$ cat config.mk
export PLATFORM = sky130hd
export DESIGN_NAME = panel_sequencer
export DESIGN_NICKNAME = d
export VERILOG_FILES = /design/src/rtl/panel_pkg.sv /design/src/rtl/bus_timer.sv /design/src/rtl/panel_sequencer.sv
export SDC_FILE = /design/constraint.sdc
export NUM_CORES = 1
export LEC_CHECK = 0
export CAP_MARGIN = 10
export CORE_AREA = 10 10 104 106
export CTS_CLUSTER_DIAMETER = 40
export CTS_CLUSTER_SIZE = 20
export DETAILED_ROUTE_END_ITERATION = 12
export DIE_AREA = 0 0 114 116
export PLACE_DENSITY = 0.82
export SYNTH_ARGS = -nofsm -noshare
export SYNTH_HDL_FRONTEND = slang
export SYNTH_SLANG_ARGS = --single-unit
$ cat constraint.sdc
create_clock -name clk -period 2.7 [get_ports clk]
set_input_delay 0.54 -clock clk [delete_from_list [all_inputs] [get_ports clk]]
set_output_delay 0.54 -clock clk [all_outputs]
set_load 0.01 [all_outputs]
$ cat src/rtl/panel_pkg.sv
// Shared types and defaults for the front-panel sequencer.
// Holds the FSM state enum, command decode, width/timeout defaults and the
// display pattern shown after a bus timeout.
package panel_pkg;

    localparam int unsigned ADDR_W_DEF  = 16;
    localparam int unsigned DATA_W_DEF  = 8;
    localparam int unsigned TIMEOUT_DEF = 255;
    localparam int unsigned ENTRY_W     = 24;
    localparam int unsigned DISP_W      = 24;

    localparam logic [DISP_W-1:0] ERR_PATTERN = 24'hEEEEEE;

    typedef enum logic [1:0] {
        IDLE = 2'd0,
        REQ  = 2'd1,
        DONE = 2'd2
    } state_e;

    typedef enum logic [2:0] {
        CMD_NONE = 3'd0,
        CMD_ADDR = 3'd1,
        CMD_DEP  = 3'd2,
        CMD_EXAM = 3'd3,
        CMD_NEXT = 3'd4
    } cmd_e;

    // Fixed priority: load-address > deposit > examine > next.
    function automatic cmd_e pick_cmd(input logic a, input logic d,
                                      input logic e, input logic n);
        if (a)      return CMD_ADDR;
        else if (d) return CMD_DEP;
        else if (e) return CMD_EXAM;
        else if (n) return CMD_NEXT;
        return CMD_NONE;
    endfunction

endpackage

$ cat src/rtl/bus_timer.sv
// Bus-cycle watchdog counter.
// Ports: clk/rst (sync, active-high), clear_i zeroes the count, enable_i
// counts one per cycle, expired_c flags the cycle whose edge brings the
// count up to LIMIT.
module bus_timer #(
    parameter int unsigned LIMIT = 255
) (
    input  logic clk,
    input  logic rst,
    input  logic clear_i,
    input  logic enable_i,
    output logic expired_c
);

    localparam int unsigned CNT_W = (LIMIT < 2) ? 1 : $clog2(LIMIT + 1);

    logic [CNT_W-1:0] cnt_q;
    logic [CNT_W-1:0] cnt_d;

    // Next count: clear wins over enable.
    always_comb begin
        cnt_d = cnt_q;
        if (clear_i) begin
            cnt_d = '0;
        end else if (enable_i) begin
            cnt_d = cnt_q + CNT_W'(1);
        end
    end

    always_ff @(posedge clk) begin
        if (rst) begin
            cnt_q <= '0;
        end else begin
            cnt_q <= cnt_d;
        end
    end

    // Asserted while the upcoming edge would make the count equal LIMIT.
    assign expired_c = enable_i && (cnt_q == CNT_W'(LIMIT - 1));

endmodule

$ cat src/rtl/panel_sequencer.sv
// Front-panel sequencer: turns keypad command pulses into single bus
// transactions against a halted target and drives the panel display.
// Ports: clk/rst (sync, active-high); stopped gates command acceptance;
// entry is the keypad value; cmd_addr/cmd_exam/cmd_dep/cmd_next are
// one-cycle command pulses; mem_* is a req/ack bus master; disp_value/
// disp_load feed the display; clear_entry clears the keypad; busy marks a
// transaction in flight; err is the sticky bus-timeout flag.
module panel_sequencer
    import panel_pkg::*;
#(
    parameter int unsigned ADDR_W  = ADDR_W_DEF,
    parameter int unsigned DATA_W  = DATA_W_DEF,
    parameter int unsigned TIMEOUT = TIMEOUT_DEF
) (
    input  logic                clk,
    input  logic                rst,
    input  logic                stopped,
    input  logic [ENTRY_W-1:0]  entry,
    input  logic                cmd_addr,
    input  logic                cmd_exam,
    input  logic                cmd_dep,
    input  logic                cmd_next,
    output logic                mem_req,
    output logic                mem_we,
    output logic [ADDR_W-1:0]   mem_addr,
    output logic [DATA_W-1:0]   mem_wdata,
    input  logic                mem_ack,
    input  logic [DATA_W-1:0]   mem_rdata,
    output logic [DISP_W-1:0]   disp_value,
    output logic                disp_load,
    output logic                clear_entry,
    output logic                busy,
    output logic                err
);

    state_e              state_q, state_d;
    logic [ADDR_W-1:0]   addr_q, addr_d;
    logic                mem_req_q, mem_req_d;
    logic                mem_we_q, mem_we_d;
    logic [ADDR_W-1:0]   mem_addr_q, mem_addr_d;
    logic [DATA_W-1:0]   mem_wdata_q, mem_wdata_d;
    logic [DISP_W-1:0]   disp_value_q, disp_value_d;
    logic                disp_load_q, disp_load_d;
    logic                clear_entry_q, clear_entry_d;
    logic                busy_q, busy_d;
    logic                err_q, err_d;

    cmd_e                cmd_c;
    logic                timer_clear_c;
    logic                timer_en_c;
    logic                expired_c;

    // High keypad bits beyond the address field never reach the datapath.
    logic                unused_entry_bits;
    assign unused_entry_bits = ^entry[ENTRY_W-1:ADDR_W];

    assign cmd_c      = pick_cmd(cmd_addr, cmd_dep, cmd_exam, cmd_next);
    assign timer_en_c = (state_q == REQ);

    bus_timer #(
        .LIMIT (TIMEOUT)
    ) u_bus_timer (
        .clk       (clk),
        .rst       (rst),
        .clear_i   (timer_clear_c),
        .enable_i  (timer_en_c),
        .expired_c (expired_c)
    );

    // Next-state and output decode.
    always_comb begin
        state_d       = state_q;
        addr_d        = addr_q;
        mem_req_d     = mem_req_q;
        mem_we_d      = mem_we_q;
        mem_addr_d    = mem_addr_q;
        mem_wdata_d   = mem_wdata_q;
        disp_value_d  = disp_value_q;
        disp_load_d   = 1'b0;
        clear_entry_d = 1'b0;
        busy_d        = busy_q;
        err_d         = err_q;
        timer_clear_c = 1'b0;

        case (state_q)
            IDLE: begin
                if (stopped && (cmd_c != CMD_NONE)) begin
                    clear_entry_d = 1'b1;
                    err_d         = 1'b0;
                    if (cmd_c == CMD_ADDR) begin
                        addr_d       = entry[ADDR_W-1:0];
                        disp_value_d = DISP_W'({entry[ADDR_W-1:0], DATA_W'(0)});
                        disp_load_d  = 1'b1;
                    end else begin
                        state_d       = REQ;
                        mem_req_d     = 1'b1;
                        busy_d        = 1'b1;
                        timer_clear_c = 1'b1;
                        mem_we_d      = (cmd_c == CMD_DEP);
                        mem_addr_d    = addr_q;
                        if (cmd_c == CMD_DEP) begin
                            mem_wdata_d = entry[DATA_W-1:0];
                        end
                        if (cmd_c == CMD_NEXT) begin
                            addr_d     = addr_q + ADDR_W'(1);
                            mem_addr_d = addr_q + ADDR_W'(1);
                        end
                    end
                end
            end
            REQ: begin
                // An ack on the expiry cycle still counts as success.
                if (mem_ack) begin
                    state_d      = DONE;
                    mem_req_d    = 1'b0;
                    disp_load_d  = 1'b1;
                    disp_value_d = DISP_W'({addr_q, mem_we_q ? mem_wdata_q : mem_rdata});
                end else if (expired_c) begin
                    state_d      = IDLE;
                    mem_req_d    = 1'b0;
                    busy_d       = 1'b0;
                    err_d        = 1'b1;
                    disp_value_d = ERR_PATTERN;
                    disp_load_d  = 1'b1;
                end
            end
            DONE: begin
                state_d = IDLE;
                busy_d  = 1'b0;
                if (mem_we_q) begin
                    addr_d = addr_q + ADDR_W'(1);
                end
            end
            default: begin
                state_d = IDLE;
            end
        endcase
    end

    // State and output registers.
    always_ff @(posedge clk) begin
        if (rst) begin
            state_q       <= IDLE;
            addr_q        <= '0;
            mem_req_q     <= 1'b0;
            mem_we_q      <= 1'b0;
            mem_addr_q    <= '0;
            mem_wdata_q   <= '0;
            disp_value_q  <= '0;
            disp_load_q   <= 1'b0;
            clear_entry_q <= 1'b0;
            busy_q        <= 1'b0;
            err_q         <= 1'b0;
        end else begin
            state_q       <= state_d;
            addr_q        <= addr_d;
            mem_req_q     <= mem_req_d;
            mem_we_q      <= mem_we_d;
            mem_addr_q    <= mem_addr_d;
            mem_wdata_q   <= mem_wdata_d;
            disp_value_q  <= disp_value_d;
            disp_load_q   <= disp_load_d;
            clear_entry_q <= clear_entry_d;
            busy_q        <= busy_d;
            err_q         <= err_d;
        end
    end

    assign mem_req     = mem_req_q;
    assign mem_we      = mem_we_q;
    assign mem_addr    = mem_addr_q;
    assign mem_wdata   = mem_wdata_q;
    assign disp_value  = disp_value_q;
    assign disp_load   = disp_load_q;
    assign clear_entry = clear_entry_q;
    assign busy        = busy_q;
    assign err         = err_q;

endmodule

==> flow_summary.toml, run 1 <==
[synth]
netlist-cell-type-count = 62
synth_area_leader_cell = "sky130_fd_sc_hd__dfxtp_1"
synthMostInstantiatedCell = "sky130_fd_sc_hd__dfxtp_1"
synth_seq_area_share = 0.3658
netlist.area_leader.share = 0.3658
cells_after_synth = 558
post_synth_edffs = 0
post_synthesis_net_count = 605
netlist_area_um2 = 4378
synth_top_cells_by_area = "sky130_fd_sc_hd__dfxtp_1 37%, sky130_fd_sc_hd__nand2_1 5.9%, sky130_fd_sc_hd__nor2_1 5.4%"
top_post_synthesis_cells_by_count = "80 x sky130_fd_sc_hd__dfxtp_1, 69 x sky130_fd_sc_hd__nand2_1, 63 x sky130_fd_sc_hd__nor2_1, 47 x sky130_fd_sc_hd__a21oi_1, 27 x sky130_fd_sc_hd__clkbuf_1"
synth_area_per_cell_um2 = 7.846
synth.yosys.warnings = 0
postSynthRegisterBits = 80
async_flop_share = 0
synthFlopType = "sky130_fd_sc_hd__dfxtp_1"

[sta]
final_hold_viol_count = 0
period_share = 0.8813
setup_viol_count_final = 0
final.setup.tns_ns = 0
timing.final.max_slew_violations = 0
postLayoutSetupSlackWorst_ns = 0.3205
tightest_slew_ns = 0.5336
grt_setup_unrepaired = "false"
min_period_ns = 2.380
slew_margin_rel = 0.6405
max_clock_freq_mhz = 420.3
clock_skew_ns = 0.009440

[setup_path]
reg_to_reg_setup_timing_slack_ns = 0.51
reg2reg_to = "disp_value[14]$_SDFFE_PP0P_"
path_delay_family = "simple AND/OR/NAND/NOR gates"
worst_ep_arrival_time_ns = 2.67
timing.critical_path.buf_inv = 2
r2r.worst_path.cells = 6
crit-reg2reg-launch = "state_q[1]$_SDFFE_PP0P_"
endpoint_kind = "register"
critical-path-max-stage-delay_ns = 0.52
critical_path.max_fanout = 6
cpMaxStageDelayCell = "sky130_fd_sc_hd__clkdlybuf4s50_1"
kind_of_critical_path = "primary input to register"
cells_traversed_along_the_worst_timing_path = "clkdlybuf4s50_1 > buf_4 > nor4b_4 > nand3_1 > or3_1 > a211o_1 > a211oi_2"
worst_ep_required_time_ns = 2.99
critPathLaunchType = "primary input"

[place]
dp_hpwl_mm = 11.10
numPlacedInstances = 738
place_worst_setup_slack_ns = 0.005969
numPortBuffers = 85
globalplace.congestion = 0.9783
placement.cell_area_um2 = 5414

[clock_tree]
cts_hold_buf = 0
postCtsResizedCells = 0
cts.htree.levels = 3
cts.clk_slew.worst_paths_ns = 0.09
cts_buffer_count = 9
clock_sink_count = 80
root_buffer = "sky130_fd_sc_hd__clkbuf_8"
cts_tree = "yes"
clockBufferDepth = 2
cts_post_setup_buffers_inserted = 0
worstSkewPairLatency_ns = 0.35

[floorplan]
row_count = 34
floorplan.initialDensity = 0.5045
chipWidth_um = 114
fp.dieArea_um2 = 13220
pin_count = 94
die_h_um = 116
floorplan.core_area_um2 = 8678

[global_routing]
antenna_found_initial = 0
grt_usage = 0.2146
grt_start_max_net_pins = 34
grt_overflow_total = 0
number_of_global_route_vias_before_repair = 4468
grt_pass1_wl_mm = 23.25

[final_layout]
n_fill_cell = 770
antenna_cells_inserted = 0
finish.net_count = 688
post_route_cells_drive_above_1_share = 0.1053
areaGrowthSynthToFinish_pct = 28.81
final_core_utilization = 0.6498
finalNonFillerCells = 754
finalInstanceArea_um2 = 5639

[outcome]
run_status = "complete, no violations"

[power]
leakagePower_uw = 0.001961
vdd_drop_max_v = 0.0003532
powerDensity_nw_per_um2 = 537.5

[drt]
antenna_left = 0
drt_first_pass_iters = 5
drt-wirelength-per-cell_um = 19.45
drt_iter0_markers = 405
routed_wl_mm = 14.66
post_detailed_route_via_to_cell_ratio = 6.119
drc_errors = 0
vias = 4614

[hold_path]
hold_path_cell_cnt = 2
worst_hold_path.endpoint = "disp_value[10]$_SDFFE_PP0P_"
worst_hold_path_class = "register to register"
holdCritStartpoint = "disp_value[10]$_SDFFE_PP0P_"

[job]
timing.max_cap.violations = 0
[per-stage QoR]
step / power (µW) / hold WS (ns)
after global routing: 3167 / 0.4774
after CTS: 3041 / 0.4567
after detailed placement: 2032 / 0.4476
after global placement: 2016 / 0.4402
final: 3031 / 0.4555
after floorplan: 1727 / 0.4761
[tightest hold or removal path, cell delays in order (launching register included)]
cell                      delay [ns]
sky130_fd_sc_hd__dfxtp_1        0.32
sky130_fd_sc_hd__nand2_1        0.05
sky130_fd_sc_hd__a21oi_1        0.05
[worst max-delay path by stage]
| stage | start | to | slack (ns) | depth (start not counted) |
|---|---|---|---|---|
| CTS | cmd_dep | addr_q[13]$_SDFFE_PP0P_ | 0.38 | 7 |
| global placement | cmd_exam | addr_q[13]$_SDFFE_PP0P_ | 0.05 | 7 |
| floorplan | cmd_exam | addr_q[14]$_SDFFE_PP0P_ | 0.53 | 7 |
| detailed placement | cmd_dep | addr_q[13]$_SDFFE_PP0P_ | 0.006 | 7 |
| global route | cmd_dep | addr_q[10]$_SDFFE_PP0P_ | 0.24 | 8 |
| finish | cmd_dep | addr_q[13]$_SDFFE_PP0P_ | 0.32 | 7 |
[sequential cells by signal (all words and copies together) (netlist names)]
name and flops:
addr_q 16, mem_req 1, u_bus_timer.cnt_q 8, mem_we 1, mem_addr 16, busy 1
err 1, disp_value 24, disp_load 1, state_q 2, mem_wdata 8, clear_entry 1
[cells in the final DEF (no fill, tap or decap), drive strengths merged, types with 6 or more instances in the layout]
master | Yosys | routed
a21o | 7 | 7
dfxtp | 80 | 80
nor3 | 16 | 16
nand2 | 69 | 69
clkbuf | 28 | 9
nand3b | 10 | 10
nand4 | 14 | 14
buf | 21 | 37
a21oi | 47 | 47
a211oi | 19 | 19
nand3 | 16 | 16
xnor2 | 15 | 15
a311oi | 6 | 6
nor2 | 63 | 63
o21ai | 25 | 25
inv | 15 | 18
mux2i | 9 | 9
o211ai | 12 | 12
ha | 7 | 7
clkdlybuf4s50 | 0 | 84
[layout make-up]
type / instances / area [µm²] / area share
clock buffers: 9 / 123.9 / 0.02197
clock inverters: 7 / 101.3 / 0.01797
inverters: 15 / 56.30 / 0.009984
multi-input cells: 414 / 2505 / 0.4442
flip-flops and latches: 80 / 1602 / 0.2840
well taps: 108 / 135.1 / 0.02396
repair buffers: 121 / 1116 / 0.1979
[where the power goes]
| group | total, µW | internal [µW] | switching (µW) |
|---|---|---|---|
| clock network | 1020 | 532 | 483 |
| registers | 1330 | 1260 | 70.6 |
| logic | 686 | 317 | 368 |
[routing by layer]
| layer | vias to the layer above | track usage | wire, µm |
|---|---|---|---|
| met5 | - | 0 | 0 |
| met4 | 0 | 0.07435 | 437 |
| met3 | 43 | 0.05116 | 1071 |
| met2 | 201 | 0.3698 | 7135 |
| met1 | 2206 | 0.2555 | 6020 |
| li1 | 2164 | - | - |
[cell families (layout without fill, tap and decap cells)]
logic type                 Yosys count  count (layout)  synth area share
muxes                               14              14           0.03344
xor gates and xnor gates            20              20           0.04001
and+or+nand+nor                    215             215            0.2398
adders and majority gates            7               7           0.02000
buffers and inverters               64             152           0.06316
DFF                                 80              80            0.3658
AOI/OAI and AO/OA                  158             158            0.2378
Power figures use the tool's default switching activity.
==> run 2: changes to the inputs <==
--- a/config.mk
+++ b/config.mk
@@ -6,12 +6,13 @@
 export NUM_CORES = 1
 export LEC_CHECK = 0
 export CAP_MARGIN = 10
-export CORE_AREA = 10 10 104 106
+export CORE_AREA = 2 2 96 98
 export CTS_CLUSTER_DIAMETER = 40
 export CTS_CLUSTER_SIZE = 20
 export DETAILED_ROUTE_END_ITERATION = 12
-export DIE_AREA = 0 0 114 116
+export DIE_AREA = 0 0 98 100
 export PLACE_DENSITY = 0.82
+export SLEW_MARGIN = 30
 export SYNTH_ARGS = -nofsm -noshare
 export SYNTH_HDL_FRONTEND = slang
 export SYNTH_SLANG_ARGS = --single-unit
==> run 2 against run 1 <==
Effect of this change:
- final cell count unchanged
- setup slack improved by 0.0050 ns
- sequential share of layout area up 0.29 points
- highest routed layer unchanged
- final area down 1.0%
- via count is 3.0% lower
- critical path depth rose by 1
- sequential power is essentially flat
- largest cell class unchanged
- critical endpoint is now addr_q[2]$_SDFFE_PP0P_
- non-clock buffer count decreased by 3
- largest power group unchanged
- die area is 26% lower
- wire length is 11% lower
==> flow_summary.toml, run 2 (synthesized netlist as in run 1, its figures left out) <==
[power]
vdd_drop_max_v = 0.0003195
post_layout_power_uw = 2854
powerDensity_nw_per_um2 = 511.4
leakagePower_uw = 0.001927

[drt]
drc_errors = 0
drt_first_pass_iters = 5
post_detailed_route_via_to_cell_ratio = 5.934
routed_wl_mm = 13.08
vias = 4474
drt-wirelength-per-cell_um = 17.34
drt_iter0_markers = 339
antenna_left = 0

[place]
globalplace.congestion = 1.006
dp_hpwl_mm = 9.529
numPortBuffers = 85
placement.cell_area_um2 = 5395

[hold_path]
worst_hold_path_class = "register to register"

[final_layout]
layout_commonest_cell = "sky130_fd_sc_hd__clkdlybuf4s50_1"
finish.net_count = 685
n_fill_cell = 767
flip_flop_count_of_the_largest_register_after_layout = 24
antenna_cells_inserted = 0
regArea_um2 = 1602
multi_input_comb_area_um2 = 2505
final_core_utilization = 0.6279
finalInstanceArea_um2 = 5582
areaGrowthSynthToFinish_pct = 27.49
mostFrequentLayoutCells = "84 x sky130_fd_sc_hd__clkdlybuf4s50_1, 80 x sky130_fd_sc_hd__dfxtp_1, 69 x sky130_fd_sc_hd__nand2_1"
post_route_cells_drive_above_1_share = 0.1011

[sta]
min_period_ns = 2.375
tightest_slew_ns = 0.5966
final.setup.tns_ns = 0
grt_setup_unrepaired = "false"
setup_viol_count_final = 0
period_share = 0.8795
slew_margin_rel = 0.6023
clock_skew_ns = 0.01502
final_hold_viol_count = 0
max_clock_freq_mhz = 421.1
timing.final.max_slew_violations = 0

[setup_path]
kind_of_critical_path = "register to register"
critPathLaunchType = "register"
cells_traversed_along_the_worst_timing_path = "inv_1 > ha_1 > mux2_2 > o21a_1 > buf_4 > o21ai_0 > a22oi_1 > nor2_1"
endpoint_kind = "register"
path_delay_family = "compound AO/OA/AOI/OAI gates"
timing.critical_path.buf_inv = 2
critical-path-max-stage-delay_ns = 0.43
worst_ep_arrival_time_ns = 2.60
critical_path.max_fanout = 11
worst_ep_required_time_ns = 2.92
cpMaxStageDelayCell = "sky130_fd_sc_hd__o21a_1"

[floorplan]
fp.dieArea_um2 = 9800
pin_count = 94
row_count = 35
die_h_um = 100
floorplan.initialDensity = 0.4925
chipWidth_um = 98
floorplan.core_area_um2 = 8890

[global_routing]
grt_overflow_total = 0
antenna_found_initial = 0
grt_start_max_net_pins = 35
grt_usage = 0.2638
number_of_global_route_vias_before_repair = 4257
grt_pass1_wl_mm = 21.05

[clock_tree]
cts.htree.levels = 3
worstSkewPairLatency_ns = 0.36
clockBufferDepth = 2
cts_tree = "yes"
cts.clk_slew.worst_paths_ns = 0.09
cts_hold_buf = 0
root_buffer = "sky130_fd_sc_hd__clkbuf_8"
postCtsResizedCells = 0
clock_sink_count = 80
cts_post_setup_buffers_inserted = 0
cts_buffer_count = 9

[job]
timing.max_cap.violations = 0

[outcome]
run_status = "complete, no violations"
## run 2: cell count changes in the layout (fill, tap and decap cells not counted), sizes merged
cell	change
buf	-3
bufinv	-2
clkinv	+1
inv	+1
## run 2: path summary, 6_finish.rpt
path / from / to / slack (ns) / cells after the start
setup / recovery: state_q[0]$_SDFFE_PP0P_ / addr_q[2]$_SDFFE_PP0P_ / 0.33 / 8
hold / removal: disp_value[18]$_SDFFE_PP0P_ / disp_value[18]$_SDFFE_PP0P_ / 0.45 / 2
setup reg to reg: state_q[0]$_SDFFE_PP0P_ / addr_q[2]$_SDFFE_PP0P_ / 0.33 / 8
hold reg to reg: disp_value[18]$_SDFFE_PP0P_ / disp_value[18]$_SDFFE_PP0P_ / 0.45 / 2
## run 2: metal layers
metal	vias up	global-route usage	wire [µm]
met5	-	0	0
met2	197	0.4547	6289
met1	2080	0.3384	5592
met3	36	0.04457	858
met4	0	0.08440	336
li1	2161	-	-
## run 2: layout make-up
| class | count | area share |
|---|---|---|
| multi-input combinational | 414 | 0.4488 |
| sequential | 80 | 0.2869 |
| timing repair buffer | 118 | 0.1959 |
| tap | 111 | 0.02488 |
| clock buffer | 9 | 0.02219 |
| clock inverter | 7 | 0.01121 |
| inverter | 15 | 0.01009 |
## run 2: through the flow
step	worst slack (ns)	instances	hold slack [ns]
finish	0.3254	754	0.4521
global route	0.1447	754	0.4792
CTS	0.3783	754	0.4534
detailed placement	0.08581	738	0.4439
global placement	0.1566	738	0.4398
floorplan	0.5269	558	0.4761
## run 2: power breakdown
group	switching [µW]	internal, µW	leakage, µW
registers	72.9	1260	0.000654
logic	356	312	0.00118
clock network	500	353	0.0000927
## run 2: tightest hold or removal path, delay by kind of cell, from the launching register on
| kind | cells | cell delay, ns |
|---|---|---|
| simple gates | 1 | 0.05 |
| flops | 1 | 0.31 |
| compound gates | 1 | 0.05 |
==> run 3: changes to the inputs <==
--- a/config.mk
+++ b/config.mk
@@ -6,13 +6,13 @@
 export NUM_CORES = 1
 export LEC_CHECK = 0
 export CAP_MARGIN = 10
-export CORE_AREA = 2 2 96 98
+export CORE_AREA = 2 2 94 96
+export CTS_BUF_LIST = sky130_fd_sc_hd__clkbuf_4 sky130_fd_sc_hd__clkbuf_8
 export CTS_CLUSTER_DIAMETER = 40
 export CTS_CLUSTER_SIZE = 20
 export DETAILED_ROUTE_END_ITERATION = 12
-export DIE_AREA = 0 0 98 100
-export PLACE_DENSITY = 0.82
-export SLEW_MARGIN = 30
+export DIE_AREA = 0 0 96 98
+export PLACE_DENSITY = 0.85
 export SYNTH_ARGS = -nofsm -noshare
 export SYNTH_HDL_FRONTEND = slang
 export SYNTH_SLANG_ARGS = --single-unit
==> run 3 against run 2 <==
Effect of this change:
- sequential share of layout area shrank 0.090 points
- count of clock-buffer cells in the layout is the same
- die area shrank 4.0%
- global-route usage grew 3.8 points
- power grew 3.9%
- sequential power is essentially flat
- via count grew 1.6%
- critical endpoint is now mem_addr[15]$_SDFFE_PP0P_
- highest routed layer unchanged
==> flow_summary.toml, run 3 (synthesized netlist as in run 1, its figures left out) <==
[drt]
antenna_left = 0
drc_errors = 0
drt-wirelength-per-cell_um = 18.38
drt_first_pass_iters = 7
vias = 4547
routed_wl_mm = 13.80
drt_iter0_markers = 396
post_detailed_route_via_to_cell_ratio = 6.055

[setup_path]
critical_path.max_fanout = 8
critPathLaunchType = "primary input"
worst_ep_required_time_ns = 2.98
cpMaxStageDelayCell = "sky130_fd_sc_hd__or3b_2"
kind_of_critical_path = "primary input to register"
crit-reg2reg-launch = "addr_q[1]$_SDFFE_PP0P_"
worst_ep_arrival_time_ns = 2.56
critical-path-max-stage-delay_ns = 0.52
endpoint_kind = "register"
r2r.worst_path.cells = 6
reg_to_reg_setup_timing_slack_ns = 0.47
reg2reg_to = "addr_q[14]$_SDFFE_PP0P_"
cells_traversed_along_the_worst_timing_path = "clkdlybuf4s50_1 > buf_4 > or3b_2 > o41ai_1 > o31ai_1 > a211oi_1"

[final_layout]
finish.net_count = 685
layout_commonest_cell = "sky130_fd_sc_hd__clkdlybuf4s50_1"
antenna_cells_inserted = 0
regArea_um2 = 1602
n_fill_cell = 742
post_route_cells_drive_above_1_share = 0.1011
areaGrowthSynthToFinish_pct = 27.89
multi_input_comb_area_um2 = 2505
flip_flop_count_of_the_largest_register_after_layout = 24
mostFrequentLayoutCells = "84 x sky130_fd_sc_hd__clkdlybuf4s50_1, 80 x sky130_fd_sc_hd__dfxtp_1, 69 x sky130_fd_sc_hd__nand2_1"

[clock_tree]
cts_buffer_count = 9
cts.htree.levels = 3
cts_post_setup_buffers_inserted = 0
cts.clk_slew.worst_paths_ns = 0.09
cts_tree = "yes"
root_buffer = "sky130_fd_sc_hd__clkbuf_8"
postCtsResizedCells = 0
worstSkewPairLatency_ns = 0.36
clockBufferDepth = 2
clock_sink_count = 80
cts_hold_buf = 0

[power]
vdd_drop_max_v = 0.0003233
post_layout_power_uw = 2964
leakagePower_uw = 0.001936
powerDensity_nw_per_um2 = 529.4

[floorplan]
floorplan.initialDensity = 0.5171
fp.dieArea_um2 = 9408
row_count = 34
die_h_um = 98
chipWidth_um = 96
floorplan.core_area_um2 = 8466
pin_count = 94

[global_routing]
grt_pass1_wl_mm = 22.14
grt_overflow_total = 0
antenna_found_initial = 0
grt_usage = 0.3015
number_of_global_route_vias_before_repair = 4411
grt_start_max_net_pins = 43

[sta]
grt_setup_unrepaired = "false"
timing.final.max_slew_violations = 0
slew_margin_rel = 0.5934
tightest_slew_ns = 0.6077
final_hold_viol_count = 0
min_period_ns = 2.279
setup_viol_count_final = 0
clock_skew_ns = 0.01092
period_share = 0.8441
final.setup.tns_ns = 0
max_clock_freq_mhz = 438.8

[place]
dp_hpwl_mm = 10.08
globalplace.congestion = 0.9324
numPortBuffers = 85

[hold_path]
worst_hold_path.endpoint = "disp_value[22]$_SDFFE_PP0P_"
hold_path_cell_cnt = 2
holdCritStartpoint = "disp_value[22]$_SDFFE_PP0P_"
worst_hold_path_class = "register to register"

[job]
timing.max_cap.violations = 0

[outcome]
run_status = "complete, no violations"
==> run 3: cell types whose count changed in the layout (fill, tap and decap cells not counted), sizes merged <==
cell    delta
bufinv     +1
clkinv     -1
==> run 3: per-layer routing <==
layer	vias up	routed length (µm)	GRT usage
met5	-	0	0
met4	0	323	0.1187
met3	31	748	0.04707
met2	171	6743	0.4931
met1	2180	5986	0.3941
li1	2165	-	-
==> run 3: area by class of cell <==
| cell class | instances | share of cell area |
|---|---|---|
| multi-input cells | 414 | 0.4474 |
| flip-flops and latches | 80 | 0.2860 |
| repair buffers | 118 | 0.1953 |
| well taps | 108 | 0.02413 |
| clock buffers | 9 | 0.02212 |
| clock inverters | 7 | 0.01497 |
| inverters | 15 | 0.01006 |
==> run 3: metrics by stage <==
step	instance area (µm²)	std cells	worst slack [ns]	utilization	hold slack, ns
after floorplan	4378	558	0.5269	-	0.4761
final	5599	751	0.4209	0.6614	0.4586
after CTS	5599	751	0.4648	0.6614	0.4635
after global routing	5599	751	0.3062	0.6614	0.4827
after global placement	5391	735	0.1521	0.6369	0.4446
after detailed placement	5391	735	0.07592	0.6369	0.4480
==> run 3: power breakdown <==
| part | leakage, µW | total (µW) | switching, µW | internal, µW |
|---|---|---|---|---|
| registers | 0.000654 | 1330 | 72.8 | 1260 |
| clock network | 0.000103 | 952 | 507 | 445 |
| logic | 0.00118 | 680 | 362 | 318 |
| total | 0.00194 | 2960 | 942 | 2020 |
==> run 3: worst max path at each step <==
stage | startpoint | endpoint | slack (ns) | cells after the start
6_report | cmd_dep | mem_addr[15]$_SDFFE_PP0P_ | 0.42 | 6
5_1_grt | addr_q[9]$_SDFFE_PP0P_ | mem_addr[15]$_SDFFE_PP0P_ | 0.31 | 5
4_1_cts | cmd_dep | mem_addr[15]$_SDFFE_PP0P_ | 0.46 | 6
3_5_place_dp | cmd_dep | mem_addr[15]$_SDFFE_PP0P_ | 0.08 | 6
3_3_place_gp | cmd_addr | addr_q[10]$_SDFFE_PP0P_ | 0.15 | 8
2_1_floorplan | cmd_exam | addr_q[14]$_SDFFE_PP0P_ | 0.53 | 7
==> run 3: worst max-delay path, delay by kind of cell <==
family | cells | cell delay [ns]
and+or+nand+nor | 1 | 0.52
buffers and inverters | 2 | 0.68
AOI/OAI and AO/OA | 3 | 0.82
